### config.mk
export PLATFORM = sky130hd
export DESIGN_NAME = pim_host_issuer
export DESIGN_NICKNAME = d
export VERILOG_FILES = /design/src/rtl/pim_host_pkg.sv /design/src/rtl/pim_wait_timer.sv /design/src/rtl/pim_host_issuer.sv
export SDC_FILE = /design/constraint.sdc
export NUM_CORES = 1
export LEC_CHECK = 0
export ABC_AREA = 1
export ABC_CLOCK_PERIOD_IN_PS = 1770
export CORE_AREA = 2 2 246 248
export DETAILED_ROUTE_END_ITERATION = 10
export DIE_AREA = 0 0 248 250
export GPL_TIMING_DRIVEN = 0
export SYNTH_ARGS = -nofsm -noshare
export SYNTH_HDL_FRONTEND = slang
export SYNTH_SLANG_ARGS = --single-unit
### constraint.sdc
create_clock -name clk -period 1.77 [get_ports clk]
set_input_delay 0.177 -clock clk [delete_from_list [all_inputs] [get_ports clk]]
set_output_delay 0.177 -clock clk [all_outputs]
set_load 0.01 [all_outputs]
### src/rtl/pim_host_pkg.sv
// Shared types and constants for the PIM host issuer: job kinds, FSM states,
// error codes and the wait-timer width helper.
package pim_host_pkg;

  typedef enum logic [1:0] {
    JOB_CMD     = 2'd0,
    JOB_MP_LOAD = 2'd1,
    JOB_MP_RUN  = 2'd2,
    JOB_FENCE   = 2'd3
  } job_kind_e;

  typedef enum logic [2:0] {
    S_IDLE,
    S_CMD,
    S_LOAD,
    S_EXEC,
    S_WAIT_IDLE,
    S_FENCE,
    S_DONE,
    S_ERR
  } issuer_state_e;

  typedef enum logic [1:0] {
    ERR_NONE         = 2'd0,
    ERR_CMD_TIMEOUT  = 2'd1,
    ERR_ACK_TIMEOUT  = 2'd2,
    ERR_EXEC_TIMEOUT = 2'd3
  } err_code_e;

  // Sequencer start latency before pim_system_idle is meaningful after an execute.
  localparam int IDLE_SETTLE_CYCLES = 2;

  function automatic int timer_width(input int timeout_cycles);
    return (timeout_cycles < 1) ? 1 : $clog2(timeout_cycles + 1);
  endfunction

endpackage

### src/rtl/pim_wait_timer.sv
// Clearable wait counter; o_expired flags the cycle whose unmet condition
// would complete TIMEOUT_CYCLES waiting cycles. TIMEOUT_CYCLES=0 never expires.
module pim_wait_timer
  import pim_host_pkg::*;
#(
  parameter int TIMEOUT_CYCLES = 1024
) (
  input  logic clk,
  input  logic rst_n,
  input  logic i_clear,
  input  logic i_inc,
  output logic o_expired
);

  localparam int W = timer_width(TIMEOUT_CYCLES);
  localparam logic [W-1:0] ONE = W'(1);

  logic [W-1:0] r_count;

  always_ff @(posedge clk or negedge rst_n) begin
    if (!rst_n) begin
      r_count <= '0;
    end else if (i_clear) begin
      r_count <= '0;
    end else if (i_inc) begin
      r_count <= r_count + ONE;
    end
  end

  generate
    if (TIMEOUT_CYCLES == 0) begin : g_no_timeout
      assign o_expired = 1'b0;
    end else begin : g_timeout
      localparam logic [W-1:0] LAST = W'(TIMEOUT_CYCLES - 1);
      assign o_expired = i_inc && (r_count == LAST);
    end
  endgenerate

endmodule

### src/rtl/pim_host_issuer.sv
// CPU-side initiator: takes host jobs and sequences them onto the PIM command,
// microprogram-load and execute channels, with a per-phase timeout.
module pim_host_issuer
  import pim_host_pkg::*;
#(
  parameter int CMD_SIZE_BITS       = 64,
  parameter int MICROPROG_LEN_WORDS = 4,
  parameter int TIMEOUT_CYCLES      = 1024,
  parameter int CNT_WIDTH           = 16
) (
  input  logic                                         clk,
  input  logic                                         rst_n,
  input  logic                                         job_valid,
  output logic                                         job_ready,
  input  logic [1:0]                                   job_kind,
  input  logic [CMD_SIZE_BITS*MICROPROG_LEN_WORDS-1:0] job_data,
  output logic                                         cpu_cmd_valid,
  output logic [CMD_SIZE_BITS-1:0]                     cpu_cmd_data,
  input  logic                                         cpu_cmd_ready,
  output logic                                         cpu_microprog_valid,
  output logic [CMD_SIZE_BITS*MICROPROG_LEN_WORDS-1:0] cpu_microprog_data,
  input  logic                                         cpu_microprog_ack,
  output logic                                         cpu_execute_seq_valid,
  input  logic                                         cpu_execute_seq_ready,
  input  logic                                         pim_system_idle,
  output logic                                         busy,
  output logic                                         job_done,
  output logic                                         job_err,
  output logic [1:0]                                   err_code,
  output logic [CNT_WIDTH-1:0]                         jobs_ok,
  output logic [CNT_WIDTH-1:0]                         jobs_err
);

  localparam int MP_BITS = CMD_SIZE_BITS * MICROPROG_LEN_WORDS;
  localparam logic [1:0] SETTLE_LAST = 2'(IDLE_SETTLE_CYCLES);

  issuer_state_e        r_state, w_state_next;
  job_kind_e            r_kind;
  err_code_e            r_err_code;
  logic [MP_BITS-1:0]   r_payload;
  logic [1:0]           r_settle;
  logic [CNT_WIDTH-1:0] r_jobs_ok, r_jobs_err;
  logic                 w_accept, w_settled, w_wait_inc, w_expired, w_state_change;

  assign w_accept       = job_valid && job_ready;
  assign w_settled      = (r_settle == SETTLE_LAST);
  assign w_state_change = (w_state_next != r_state);

  pim_wait_timer #(.TIMEOUT_CYCLES(TIMEOUT_CYCLES)) u_wait_timer (
    .clk       (clk),
    .rst_n     (rst_n),
    .i_clear   (w_state_change),
    .i_inc     (w_wait_inc),
    .o_expired (w_expired)
  );

  always_ff @(posedge clk or negedge rst_n) begin
    if (!rst_n) r_state <= S_IDLE;
    else        r_state <= w_state_next;
  end

  // A handshake in the same cycle as expiry always wins: it is tested first.
  always_comb begin
    w_state_next = r_state;
    w_wait_inc   = 1'b0;
    case (r_state)
      S_IDLE: begin
        if (w_accept) begin
          case (job_kind_e'(job_kind))
            JOB_CMD:                 w_state_next = S_CMD;
            JOB_MP_LOAD, JOB_MP_RUN: w_state_next = S_LOAD;
            default:                 w_state_next = S_FENCE;
          endcase
        end
      end
      S_CMD: begin
        w_wait_inc = !cpu_cmd_ready;
        if (cpu_cmd_ready)  w_state_next = S_DONE;
        else if (w_expired) w_state_next = S_ERR;
      end
      S_LOAD: begin
        w_wait_inc = !cpu_microprog_ack;
        if (cpu_microprog_ack) w_state_next = (r_kind == JOB_MP_RUN) ? S_EXEC : S_DONE;
        else if (w_expired)    w_state_next = S_ERR;
      end
      S_EXEC: begin
        w_wait_inc = !cpu_execute_seq_ready;
        if (cpu_execute_seq_ready) w_state_next = S_WAIT_IDLE;
        else if (w_expired)        w_state_next = S_ERR;
      end
      S_WAIT_IDLE: begin
        w_wait_inc = w_settled && !pim_system_idle;
        if (w_settled && pim_system_idle) w_state_next = S_DONE;
        else if (w_expired)               w_state_next = S_ERR;
      end
      S_FENCE: begin
        w_wait_inc = !pim_system_idle;
        if (pim_system_idle) w_state_next = S_DONE;
        else if (w_expired)  w_state_next = S_ERR;
      end
      default: w_state_next = S_IDLE;
    endcase
  end

  always_comb begin
    job_ready             = (r_state == S_IDLE);
    busy                  = (r_state != S_IDLE);
    cpu_cmd_valid         = (r_state == S_CMD);
    cpu_microprog_valid   = (r_state == S_LOAD);
    cpu_execute_seq_valid = (r_state == S_EXEC);
    job_done              = (r_state == S_DONE);
    job_err               = (r_state == S_ERR);
  end

  always_ff @(posedge clk or negedge rst_n) begin
    if (!rst_n) begin
      r_kind     <= JOB_CMD;
      r_payload  <= '0;
      r_settle   <= '0;
      r_err_code <= ERR_NONE;
      r_jobs_ok  <= '0;
      r_jobs_err <= '0;
    end else begin
      if (w_accept) begin
        r_kind    <= job_kind_e'(job_kind);
        r_payload <= job_data;
      end
      if (w_state_change)                              r_settle <= '0;
      else if (r_state == S_WAIT_IDLE && !w_settled)   r_settle <= r_settle + 2'd1;
      if (w_state_next == S_ERR && r_state != S_ERR) begin
        case (r_state)
          S_CMD:   r_err_code <= ERR_CMD_TIMEOUT;
          S_LOAD:  r_err_code <= ERR_ACK_TIMEOUT;
          default: r_err_code <= ERR_EXEC_TIMEOUT;
        endcase
      end
      if (r_state == S_DONE) r_jobs_ok  <= r_jobs_ok + 1'b1;
      if (r_state == S_ERR)  r_jobs_err <= r_jobs_err + 1'b1;
    end
  end

  assign cpu_cmd_data       = r_payload[CMD_SIZE_BITS-1:0];
  assign cpu_microprog_data = r_payload;
  assign err_code           = r_err_code;
  assign jobs_ok            = r_jobs_ok;
  assign jobs_err           = r_jobs_err;

endmodule

# Word-level counts from Yosys, hierarchy flattened
# Cells that the tools add are included.
# Widths: inputs -> output; s select.
# word_totals
reg_bits,308
elab_cells,60
# op_classes
reduce_logical,17
muxes,16
eq_ne,15
n_addsub,4
# ops
operator,count
$add 16x1->16 const B,2
$mux 3,8
$mux 11,2
$pmux 3 s6,1
$eq 3x3->1 const B,5
$add 11x1->11 const B,1
$eq 11x10->1 const B,1
$eq 2x2->1 const B,3
$eq 3x2->1 const B,2
$logic_and 1x1->1,6
$pmux 3 s2,1
$logic_not 1->1,5
$pmux 1 s5,1
$mux 2,2
$pmux 2 s2,1
$reduce_bool 2->1,2
$eq 3x1->1 const B,1
$logic_not 3->1,1
$ne 3x3->1,1
$ne 3x3->1 const B,1
$reduce_bool 3->1,1
$add 2x1->2 const B,1
$eq 2x1->1 const B,1
$logic_not 2->1,1
$reduce_or 2->1,1

# Logic depth before layout (Yosys ltp)
# depth
word_depth,9
depth_mapped,17
mapped_depth_nobuf,16

# By module
# Synthesis repeated with hierarchy kept, for this count alone.
# hier_totals
cells_unflattened,932
area_unflattened_um2,12838.6
# by_module_without_submodules
mod,cells_per_inst,area_per_inst_um2,instances,seq_area_each_um2
pim_host_issuer,843,12182.9,1,7432.1
pim_wait_timer,89,655.6,1,275.3

# Worst setup path after synthesis
# Ideal clock, no wire load.
# synth_timing
kind,register to register
start,reg r_state[2]
end,reg u_wait_timer.r_count[4]
stages_incl_launch_ff,14
slack_ps,-152
arrival_ps,1802
synth_period_minus_slack_ps,1922
path_buffers,1
path_cell_list,dfrtp_1 ha_1 or2_2 nand3_4 nand2_1 nand2_1 nand2_1 nor2_2 nor2_2 nand2_1 nand2_1 nand2_2 buf_6 nor2_1
# synth_via
elab_chain_len,8
word_cells_on_any_way,20
cone_classes,eq/ne (6); mux (10); reduce/logical (4)
# synth_lines
element,line_no,text
"start, declared",pim_host_issuer.sv:37,"issuer_state_e r_state, w_state_next;"
"start signal, assigned",pim_host_issuer.sv:59,else r_state <= w_state_next;
$eq 3x3->1 (tied with other cells),pim_host_issuer.sv:66,case (r_state)
$pmux 1 s5,pim_host_issuer.sv:66,
$logic_and 1x1->1,pim_wait_timer.sv:35,assign o_expired = i_inc && (r_count == LAST);
$mux 3,-,
"$mux 3, on equally long branches",-,
$pmux 3 s6 (*),pim_host_issuer.sv:66,
via w_state_next[2],pim_host_issuer.sv:37,
$ne 3x3->1 (*),pim_host_issuer.sv:47,assign w_state_change = (w_state_next != r_state);
$mux 11 / $reduce_bool 2->1 (equally long branches),-,
"end signal, assigned",pim_wait_timer.sv:26,r_count <= r_count + ONE;
"end, declared",pim_wait_timer.sv:18,logic [W-1:0] r_count;
# Mark *: on every way through the listed nets, which the timed path passes. The rest lies on a longest branch.
# A chain may end at the register's enable or synchronous reset.

# Worst setup path in the final report
# layout_timing
start,reg r_state[0]
end,reg u_wait_timer.r_count[1]
# layout_via
elab_chain_len,8
word_cells_on_any_way,20
cone_classes,eq/ne (6); mux (10); reduce/logical (4)
# layout_lines
element,line_no
$eq 3x3->1 (tied with other cells),pim_host_issuer.sv:66
$pmux 1 s5,pim_host_issuer.sv:66
$logic_and 1x1->1,pim_wait_timer.sv:35
$mux 3,-
"$mux 3, on equally long branches",-
$pmux 3 s6,pim_host_issuer.sv:66
$ne 3x3->1,pim_host_issuer.sv:47
$mux 11 / $reduce_bool 2->1 (equally long branches),-
# Several ways; a longest one is shown, not always the timed one.

==> results.sh <==
export IMPL_crit_arrival_ns=2.84
export IMPL_first_pass_iters=5
export IMPL_syn_area_per_cell_um2=8.764
export IMPL_rsz0062_at_grt="true"
export IMPL_vias=12590
export IMPL_wl_per_cell_um=17.36
export IMPL_finalPower_mw=43.65
export IMPL_setup_viol=259
export IMPL_setup_ws_ns=-0.6087
export IMPL_diodes=0
export IMPL_max_freq_ghz=0.4204
export IMPL_switching_share_pct=37.09
export IMPL_wl_um=52910
export IMPL_stdcell_count=3048
export IMPL_hpwlAfterDp_um=36050
export IMPL_place_inst=2863
export IMPL_internal_power_mw=27.46
export IMPL_hp_start="job_data[109]"
export IMPL_p_clk_share_pct=18.1
export IMPL_fin_skew_ns=0.01472
export IMPL_grt_max_degree=117
export IMPL_rr_startpoint="r_state[0]"
export IMPL_finalHoldViolCount=0
export IMPL_initialDrtViolationCount=516
export IMPL_syn_to_final_growth_pct=92.17
export IMPL_cts_sinks=308
export IMPL_reg2regPathDepth=15
export IMPL_syn_inst=1454
export IMPL_synth_seq_cells=308
export IMPL_ant_nets=0
export IMPL_reg2reg_to="u_wait_timer.r_count[1]"
export IMPL_slew_headroom_pct=52.27
export IMPL_fin_crit_ns=2.379
export IMPL_grt_pass1_vias=12700
export IMPL_start_util_pct=21.39
export IMPL_slew_viol_final=0
export IMPL_switching_power_mw=16.19
export IMPL_synth_distinct_cells=35
export IMPL_ir_worst_vdd_v=0.001082
export IMPL_layout_commonest_cell="nand2_1"
export IMPL_path_class="reg2reg"
export IMPL_place_congestion=0.8630
export IMPL_clockRootBuffer="clkbuf_16"
export IMPL_drc=0
export IMPL_cp_max_fo=6
export IMPL_syn_num_nets=1726
export IMPL_die_y_um=250
export IMPL_numCtsBuffers=37
export IMPL_die_w_um=248
export IMPL_hold_path_end="cpu_microprog_data[109]"
export IMPL_grt_first_pass_wirelength_um=73290
export IMPL_rows=90
export IMPL_whs_ns=0.1625
export IMPL_drive_above_1_share_pct=27.49
export IMPL_dpl_worst_slack_ns=-1.756
export IMPL_final_cell_mix="601 x nand2_1, 542 x clkdlybuf4s50_1, 296 x dfrtp_1, 169 x nand2_2, 139 x buf_4"
export IMPL_fin_nets=2512
export IMPL_worst_slew_pin_slew_ns=0.7160
export IMPL_seqPwrFrac_pct=29.0
export IMPL_overflow=0
export IMPL_violations="setup timing"
export IMPL_clkTransAtPathRegs_ns=0.07
export IMPL_yosys_warnings=0
export IMPL_combPwrFrac_pct=52.9
export IMPL_antenna_found_initial=1
export IMPL_core_area_um2=59570
export IMPL_io_pins=626
export IMPL_syn_cell_area_um2=12740
export IMPL_cp_required_ns=2.23
export IMPL_tritoncts="done"
export IMPL_status="complete, but fails checks"
export IMPL_fin_tns_setup_ns=-31.21
export IMPL_r2r_slack_ns=-0.61
export IMPL_critPathCaptureType="flop"
export IMPL_vias_per_cell=4.131
export IMPL_clockBufferDepth=3
export IMPL_p_per_area_nw_per_um2=1782
export IMPL_io_buffer_count=625
export IMPL_clk_latency_ns=0.54
export IMPL_hold_depth=3
export IMPL_min_path_type="in2reg"
export IMPL_cts_htree_levels=2
export IMPL_seq_area_frac_synth_pct=60.48
export IMPL_start_kind="flop"
export IMPL_die_area_um2=62000
export IMPL_cap_violations=0
export IMPL_leakage_nw=12.18
export IMPL_fin_crit_sh_pct=134.4
export IMPL_track_usage_pct=15.32
==> synthesized netlist by cell type <==
cell type  number  area, um2
a21oi_1         3      15.01
a31oi_1         1      6.260
and2_1          1      6.260
buf_1           5      18.77
buf_4          65      488.0
buf_6           3      33.78
clkbuf_1       51      191.4
dfrtp_1       308       7707
ha_1            7      87.58
inv_1          37      138.9
inv_2           6      22.52
mux2i_1         1      10.01
nand2_1       832       3123
nand2_2         3      18.77
nand3_1        14      70.07
nand3_2         2      20.02
nand3_4         1      17.52
nand3b_1        1      7.510
nand4_1         7      43.79
nand4_2         1      12.51
nor2_1         31      116.4
nor2_2         10      62.56
nor2_4          2      22.52
nor3_1          5      25.02
nor3_2          3      30.03
nor3_4          1      16.27
nor3b_1         1      7.510
nor3b_2         1      12.51
nor4_2          1      12.51
o21ai_0         8      40.04
o21ai_1         1      5.000
or2_2           1      6.260
or3_1           1      6.260
xnor2_1         8      70.07
xor2_1         31      271.5
==> power by group through the flow <==
stage	logic, mW	registers, mW	clock network, mW
after floorplan	6.40	13.1	0
after global placement	17.8	12.2	0
after detailed placement	18.0	12.2	0
after CTS	19.3	12.2	8.13
after global routing	24.8	13.0	8.43
final	23.1	12.6	7.89
==> per-stage QoR <==
step	cell area, um2	utilization, %
after floorplan	12780	-
after global placement	20010	33.60
after detailed placement	20070	33.70
after CTS	22350	37.52
after global routing	24490	41.11
final	24490	41.11
==> state kept, by name, indices dropped and copies added, names as in the netlist <==
signal	cells
cpu_microprog_data	256
err_code	2
jobs_err	16
jobs_ok	16
r_kind	2
r_settle	2
r_state	3
u_wait_timer.r_count	11
==> cells by family (layout without fill, tap and decap cells) <==
group,after synthesis,count (layout),synth area share (%)
compound gates,13,13,0.5203
xor+xnor,39,39,2.680
fa+ha+maj,7,7,0.6873
buf+inv,167,979,7.010
flops,308,308,60.48
mux,1,1,0.07855
simple gates,919,919,28.54
==> final cells by class <==
class                   count  area [um2]
inverters                  43       186.4
multi-input cells         979        5319
clock buffers              55        1084
repair buffers            748        7761
fillers                  5781       35080
flip-flops and latches    308        7722
clock inverters            10       157.7
plain buffers             123        1280
well taps                 782       978.4
==> timing repair <==
item,4_1_cts,5_1_grt
endpoints found under the hold margin,85,0
setup endpoints to repair,348,327
hold buffers,1,0
pin swaps,28,143
setup buffers,60,45
gates cloned,2,21
resized for setup,247,483
==> how the worst max path moves through the flow <==
stage / cells past startpoint / end / start / slack, ns
2_1_floorplan: 17 / r_settle[0] / r_state[1] / -0.11
3_3_place_gp: 1 / cpu_microprog_data[28] / rst_n / -13.09
3_5_place_dp: 10 / cpu_microprog_data[206] / r_state[1] / -1.76
4_1_cts: 15 / u_wait_timer.r_count[2] / r_state[2] / -0.29
5_1_grt: 15 / u_wait_timer.r_count[6] / r_state[0] / -0.73
6_report: 15 / u_wait_timer.r_count[1] / r_state[0] / -0.61
==> worst max-delay path, cell delays in order, from the launching register on <==
cell and delay, ns:
dfrtp_2 0.47, inv_4 0.07, nor3_4 0.33, nand2_2 0.12, nand3_2 0.11, nand3_4 0.12, nand2_2 0.09, nand2_1 0.07
nand3_2 0.10, nand2_2 0.07, nand2_1 0.09, nand2_1 0.10, nor2_2 0.17, nand2_2 0.13, buf_6 0.17, nor2_2 0.07
==> routing by layer <==
layer | vias to the layer above | global-route usage [%] | part of all wire, %
li1 | 5924 | - | -
met2 | 529 | 27.86 | 51
met3 | 110 | 5.237 | 9.0
met1 | 6027 | 16.52 | 36
met4 | 2 | 4.671 | 3.6
met5 | - | 0 | 0.021
Note: power is estimated with default switching activity, not from simulation.
